$ cat config.mk
export PLATFORM = sky130hd
export DESIGN_NAME = prbs7_xnor_lfsr
export DESIGN_NICKNAME = d
export VERILOG_FILES = /design/src/rtl/prbs_pkg.sv /design/src/rtl/prbs7_xnor_lfsr.sv
export SDC_FILE = /design/constraint.sdc
export NUM_CORES = 1
export LEC_CHECK = 0
export CAP_MARGIN = 20
export CORE_AREA = 2 2 39 41
export CTS_CLUSTER_SIZE = 16
export DETAILED_ROUTE_END_ITERATION = 12
export DIE_AREA = 0 0 41 43
export PLACE_DENSITY = 0.51
export SLEW_MARGIN = 10
export SYNTH_ARGS = -nofsm -noshare
export SYNTH_HDL_FRONTEND = slang
export SYNTH_SLANG_ARGS = --single-unit
$ cat constraint.sdc
create_clock -name clk -period 1 [get_ports clk]
set_input_delay 0.15 -clock clk [delete_from_list [all_inputs] [get_ports clk]]
set_output_delay 0.15 -clock clk [all_outputs]
set_load 0.01 [all_outputs]
$ cat src/rtl/prbs_pkg.sv
// Shared PRBS-7 XNOR definitions: checker state enum, tap positions, lockup pattern.
// Latency: none (types and constants only).
// Backpressure: not applicable.
package prbs_pkg;

  localparam int PRBS_LEN = 7;
  localparam int TAP_A    = 6;
  localparam int TAP_B    = 5;
  localparam logic [PRBS_LEN-1:0] LOCKUP = 7'h7F;

  typedef enum logic [1:0] {
    SEED   = 2'd0,
    VERIFY = 2'd1,
    LOCKED = 2'd2
  } prbs_state_t;

  // XNOR feedback: the all-ones state maps onto itself, so it never occurs in a live stream
  function automatic logic prbs_next_bit(input logic [PRBS_LEN-1:0] s);
    return ~(s[TAP_A] ^ s[TAP_B]);
  endfunction

endpackage

$ cat src/rtl/prbs7_xnor_lfsr.sv
// PRBS-7 XNOR LFSR register; shifts in either an external bit or its own prediction.
// Latency: state updates one cycle after shift_en; pred is combinational from state.
// Backpressure: none; holds whenever shift_en is low.
module prbs7_xnor_lfsr
  import prbs_pkg::*;
(
  input  logic                clk,
  input  logic                rst_n,
  input  logic                shift_en,
  input  logic                use_din,
  input  logic                din,
  output logic [PRBS_LEN-1:0] state,
  output logic                pred
);

  logic bit_in;

  assign pred   = prbs_next_bit(state);
  assign bit_in = use_din ? din : pred;

  always_ff @(posedge clk or negedge rst_n) begin
    if (!rst_n) begin
      state <= '0;
    end else if (shift_en) begin
      state <= {state[PRBS_LEN-2:0], bit_in};
    end
  end

endmodule

Word level (Yosys, flattened, before mapping)
Index checks and enable logic that the tools add are counted.
W data, S select, Z words.
{"block": "totals", "register_bits": 7, "input_bits": 5, "output_inout_bits": 8}
{"block": "op_classes", "mux": 1, "n_bitwise": 2}
{"op": "$mux W1", "n": 1}
{"op": "$not A1 Y1", "n": 1}
{"op": "$xor A1 B1 Y1", "n": 1}

Longest topological paths before layout
Gate-level depths: netlist of the first run.
{"block": "logic_depth", "depth_word": 3, "mapped_depth": 3}

Worst setup path after synthesis of the first run
OpenSTA, ideal clock, no wires.
{"block": "synth_timing", "path_kind": "flip-flop to flip-flop", "startpoint": "register state[5]", "endpoint": "register state[0]", "t_arrival_ns": 0.967, "t_required_ns": 0.923, "slack_ns": -0.044, "stages_incl_launch_ff": 4, "path_buffers": 0, "period_less_slack_ns": 1.044, "path_cell_list": "dfrtp_1 > xnor2_1 > mux2i_1 > a21oi_1"}
{"block": "synth_between", "elab_chain_cells": 3}
{"item": "from (decl)", "line_no": "prbs7_xnor_lfsr.sv:12", "rtl": "output logic [PRBS_LEN-1:0] state,"}
{"item": "from (signal assigned)", "line_no": "prbs7_xnor_lfsr.sv:25", "rtl": "state <= {state[PRBS_LEN-2:0], bit_in};"}
{"item": "$xor A1 B1 Y1", "line_no": "prbs_pkg.sv:19", "rtl": "return ~(s[TAP_A] ^ s[TAP_B]);"}
{"item": "$not A1 Y1", "line_no": "prbs_pkg.sv:19"}
{"item": "via pred", "line_no": "prbs7_xnor_lfsr.sv:13", "rtl": "output logic pred"}
{"item": "$mux W1", "line_no": "prbs7_xnor_lfsr.sv:19", "rtl": "assign bit_in = use_din ? din : pred;"}
The timed path passes the listed nets, and every way through them passes these cells.
A chain may end at the register's enable or synchronous reset.

Worst setup path after layout of the first run
{"block": "layout_timing", "startpoint": "register state[6]", "endpoint": "output port pred"}
{"block": "layout_between", "elab_chain_cells": 2}
{"item": "$xor A1 B1 Y1", "line_no": "prbs_pkg.sv:19"}
{"item": "$not A1 Y1", "line_no": "prbs_pkg.sv:19"}
{"item": "to (decl)", "line_no": "prbs7_xnor_lfsr.sv:13"}
Every way passes these cells.

==> flow_metrics.py, run 1 <==
metrics = {
    "global_route": {
        "antenna_found_initial": 0,
        "grt_max_degree": 8,
        "grt.total_usage": 0.0991,
        "overflow": 0,
        "grt_pass1_wl_um": 1100,
        "grt_pass1_vias": 274,
    },
    "synth": {
        "ys.flop_type": "dfrtp_1",
        "synth-edff-count": 0,
        "synth_most_common_cell": "dfrtp_1",
        "syn_nets": 23,
        "netlist_area_um2": 275,
        "synth_top_cell_area_share": 0.636,
        "netlist_instances": 18,
        "avgSynthCellArea_um2": 15.3,
        "yosys_register_bits": 7,
        "async_flop_share": 1.00,
        "synth_common_cells": "7 x dfrtp_1, 6 x mux2_2",
        "synth_cell_type_count": 7,
        "synthTopCellsByArea": "dfrtp_1 64%, mux2_2 25%, mux2i_1 3.6%, xnor2_1 3.2%, a21oi_1 1.8%",
        "yosysTopAreaCell": "dfrtp_1",
        "yosysSeqAreaShare": 0.636,
        "yosys_warnings": 0,
    },
    "timing": {
        "drv_slew": 0,
        "setup_violations": 5,
        "hold_ws_ns": 0.160,
        "finalHoldViolCount": 0,
        "timing.slew.headroom": 0.788,
        "max_freq_mhz": 824,
        "tightest_slew_ns": 0.316,
        "worst_clock_skew_ns": 0.000913,
        "rsz0062_at_grt": "yes",
        "fin_crit_sh": 1.21,
        "period_minus_slack_ns": 1.21,
        "worst_slack_ns": -0.214,
        "timing.setup.tns_ns": -0.415,
    },
    "worst_setup_path": {
        "r2r-start": "state[5]",
        "start_kind": "flip-flop",
        "crit_path_start": "state[6]",
        "worstPathArrival_ns": 1.06,
        "cp.required_ns": 0.85,
        "critPathMaxFanout": 2,
        "crit_path_end_kind": "output pin",
        "critPathKind": "flip-flop to output pin",
    },
    "clocking": {
        "h-tree-depth": 1,
        "insertion_delay_ns": 0.25,
        "cts-hold-fix-buffers": 0,
        "clock-sinks": 7,
        "numCtsBuffers": 3,
        "cts_buffer_depth": 2,
        "path_clk_slew_ns": 0.05,
        "clock_tree.root_cell": "clkbuf_4",
        "cts_tree": "built",
    },
    "floorplanning": {
        "die_w_um": 41,
        "start_util": 0.199,
        "boundaryPins": 13,
        "dieArea_mm2": 0.00176,
        "core-area_mm2": 0.00138,
        "fp.dieH_um": 43,
        "floorplan.rows": 14,
    },
    "routing": {
        "wl_um": 688,
        "vias_per_cell": 3.87,
        "detail-route-antenna-nets": 0,
        "wl_per_cell_um": 11.1,
        "dr_total_vias": 240,
        "dr.pass1.iters": 1,
        "drt_iter0_markers": 0,
        "drc_errors": 0,
    },
    "finish": {
        "max_flop_register": "state",
        "area_growth_pct": 96.4,
        "antenna_cells": 0,
        "final_nets": 52,
        "fin_util": 0.391,
        "drive_gt1_frac": 0.674,
        "top_regs": "state (7)",
        "postLayoutCellArea_um2": 541,
        "largest_reg_flops": 7,
    },
    "placed_design": {
        "dp_slack_ns": -0.261,
        "place_congestion": 0.536,
        "portBuffers": 12,
        "place_area_um2": 478,
        "dpl.hpwl_um": 498,
    },
    "pwr": {
        "peakVddDrop_mv": 0.800,
        "powerDensity_mw_per_mm2": 3250,
        "leakagePower_nw": 0.254,
    },
    "worst_hold_path": {
        "hp-class": "input pin to asynchronous set/reset pin",
    },
    "run": {
        "cap_violations": 0,
    },
    "run_status": {
        "violations": "setup timing",
        "outcome": "finished, violations left",
    },
}
what timing repair did:
item | 4_1_cts | 5_1_grt
gates resized for setup | 37 | 5
buffers inserted | 5 | 2
pin swaps | 1 | 1
endpoints found under the setup margin | 8 | 6
final timing paths:
path,endpoint,slack (ns),depth (start not counted)
worst max-delay path,pred,-0.21,3
worst min-delay path,state[0],0.16,1
worst max register to register,state[0],-0.01,4
worst min register to register,state[1],0.60,2
max in group asynchronous,state[4],0.60,1
min in group clk,state[0],0.59,3
layer usage:
metal,GRT usage,part of all wire
met1,0.0921,0.34
met2,0.153,0.62
met3,0.0314,0.039
met4,0.100,0
met5,0,0
final cells by class:
cell class	count	area, um2
fillers	140	843
repair buffers	25	213
flip-flops and latches	7	175
multi-input cells	10	106
clock buffers	4	26.3
well taps	16	20.0
worst max-delay path: stages, from the launching register on:
cell,delay [ns]
dfrtp_1,0.39
buf_6,0.12
xnor2_2,0.15
buf_2,0.15
report_power, final:
group / internal, W / switching (W) / leakage, nW
combinational: 0.000649 / 0.000354 / 0.161
sequential: 0.000418 / 0.0000831 / 0.0773
clock: 0.000152 / 0.000103 / 0.0150
total: 0.00122 / 0.000539 / 0.254
kinds of logic after synthesis:
kind of cell,Yosys count,synth area share
flip-flops,7,0.636
buffers and inverters,1,0.0182
AND/OR/NAND/NOR,1,0.0136
AO/OA/AOI/OAI,1,0.0182
multiplexers,7,0.282
XOR/XNOR,1,0.0318
cells in the final DEF (no fill, tap or decap):
| cell | instances |
|---|---|
| clkbuf_1 | 1 |
| mux2_2 | 5 |
| dfrtp_1 | 7 |
| buf_4 | 7 |
| mux2i_1 | 1 |
| buf_6 | 8 |
| xnor2_2 | 1 |
| clkbuf_4 | 3 |
| buf_2 | 6 |
| clkdlybuf4s50_1 | 4 |
| mux2_4 | 1 |
| nor2_1 | 1 |
| a21oi_1 | 1 |
per-stage QoR:
stage | total power, W | instances
finish | 0.00176 | 62
global route | 0.00189 | 62
CTS | 0.00170 | 61
detailed placement | 0.00140 | 53
global placement | 0.00137 | 53
floorplan | 0.000811 | 18
Power figures use the tool's default switching activity.
==> run 2, diff against run 1 <==
CELL_PAD_IN_SITES_DETAIL_PLACEMENT = 1   (was default)
CELL_PAD_IN_SITES_GLOBAL_PLACEMENT = 2   (was default)
PLACE_DENSITY = 0.71   (was 0.51)
SKIP_CTS_REPAIR_TIMING = 1   (was default)
==> flow_metrics.py, run 2 (same netlist as run 1, synthesis figures left out) <==
metrics = {
    "routing": {
        "dr_total_vias": 215,
        "wl_per_cell_um": 10.3,
        "drt_iter0_markers": 0,
        "dr.pass1.iters": 1,
        "wl_um": 576,
        "drc_errors": 0,
        "vias_per_cell": 3.84,
        "detail-route-antenna-nets": 0,
    },
    "timing": {
        "worst_clock_skew_ns": 0.00715,
        "drv_slew": 0,
        "rsz0062_at_grt": "yes",
        "tightest_slew_ns": 0.307,
        "hold_ws_ns": 0.157,
        "timing.slew.headroom": 0.795,
        "max_freq_mhz": 836,
        "setup_violations": 5,
        "timing.setup.tns_ns": -0.337,
        "worst_slack_ns": -0.197,
        "fin_crit_sh": 1.20,
        "period_minus_slack_ns": 1.20,
        "finalHoldViolCount": 0,
    },
    "placed_design": {
        "portBuffers": 12,
        "dp_cells": 49,
        "place_congestion": 0.638,
        "place_area_um2": 448,
    },
    "floorplanning": {
        "fp.dieH_um": 43,
        "start_util": 0.199,
        "floorplan.rows": 14,
        "dieArea_mm2": 0.00176,
        "boundaryPins": 13,
        "die_w_um": 41,
        "core-area_mm2": 0.00138,
    },
    "worst_setup_path": {
        "ff2ff_setup_slack_ns": -0.03,
        "r2r-end": "state[6]",
        "start_kind": "flip-flop",
        "slowest_delay_ns": 0.40,
        "cp.required_ns": 0.85,
        "crit_path_end_kind": "output pin",
        "r2r-start": "state[5]",
        "worstPathArrival_ns": 1.05,
        "path_cells": "buf_6 -> xnor2_2 -> buf_2",
        "r2r_cells": 3,
        "critPathKind": "flip-flop to output pin",
        "critPathMaxFanout": 2,
        "cp_slowest_cell": "dfrtp_1",
    },
    "pwr": {
        "switching_share": 0.296,
        "power.total_w": 0.00161,
        "combPwrFrac": 0.527,
        "pwr-share-clk": 0.153,
        "pwr-share-seq": 0.320,
        "peakVddDrop_mv": 1.07,
        "leakagePower_nw": 0.255,
        "powerDensity_mw_per_mm2": 3080,
        "power.switching_w": 0.000476,
        "p_int_w": 0.00113,
    },
    "global_route": {
        "grt_pass1_wl_um": 800,
        "overflow": 0,
        "antenna_found_initial": 0,
        "grt_pass1_vias": 210,
        "grt.total_usage": 0.0729,
        "grt_max_degree": 9,
    },
    "run_status": {
        "violations": "setup timing",
        "outcome": "finished, violations left",
    },
    "run": {
        "cap_violations": 0,
    },
    "clocking": {
        "cts_tree": "built",
        "h-tree-depth": 1,
        "path_clk_slew_ns": 0.05,
        "insertion_delay_ns": 0.25,
        "clock_tree.root_cell": "clkbuf_4",
        "clock-sinks": 7,
        "cts_buffer_depth": 2,
        "numCtsBuffers": 3,
    },
    "finish": {
        "layout_common_cells": "7 x dfrtp_1, 6 x mux2_2, 6 x buf_6",
        "filler_cell_count": 149,
        "area_growth_pct": 89.5,
        "layout.cells.non_filler": 56,
        "postLayoutCellArea_um2": 522,
        "final_common_cell": "dfrtp_1",
        "top_regs": "state (7)",
        "antenna_cells": 0,
        "regArea_um2": 175,
        "max_flop_register": "state",
        "largest_reg_flops": 7,
        "drive_gt1_frac": 0.500,
        "multi_input_area_um2": 103,
        "final_nets": 46,
    },
    "worst_hold_path": {
        "hp-class": "input pin to asynchronous set/reset pin",
    },
}
run 2: critical path: cells and delay by family (launching register included):
kind	cells	cell delay, ns
xor gates and xnor gates	1	0.12
buffers and inverters	2	0.28
DFF	1	0.40
run 2: metal layers:
metal	global-route usage	up-vias	part of all wire
met5	0	-	0
met4	0.0600	0	0
met3	0.0471	0	0.068
met2	0.0969	6	0.58
met1	0.0762	104	0.35
li1	-	105	-
run 2: area by class of cell:
cell class | count | area share
Clock buffer | 4 | 0.0504
Multi-Input combinational cell | 10 | 0.197
Tap cell | 16 | 0.0384
Sequential cell | 7 | 0.336
Timing Repair Buffer | 19 | 0.379
run 2: metrics by stage:
stage	setup WS, ns	utilization
6_report	-0.197	0.377
5_1_grt	-0.248	0.377
4_1_cts	-0.549	0.343
3_5_place_dp	-0.274	0.324
3_3_place_gp	-0.249	0.324
2_1_floorplan	0.0291	-
run 2: worst max path at each step:
| stage | depth (start not counted) | from | endpoint |
|---|---|---|---|
| floorplan | 3 | state[5] | state[0] |
| global placement | 2 | state[5] | pred |
| detailed placement | 2 | state[5] | pred |
| CTS | 2 | state[5] | pred |
| global route | 3 | state[6] | pred |
| finish | 3 | state[6] | pred |
run 2: power by group through the flow:
| stage | combinational [W] | clock [W] | sequential (W) |
|---|---|---|---|
| 5_1_grt | 0.000908 | 0.000284 | 0.000530 |
| 6_report | 0.000848 | 0.000246 | 0.000515 |
| 3_5_place_dp | 0.000773 | 0 | 0.000526 |
| 2_1_floorplan | 0.000220 | 0 | 0.000591 |
| 4_1_cts | 0.000774 | 0.000259 | 0.000522 |
| 3_3_place_gp | 0.000769 | 0 | 0.000522 |
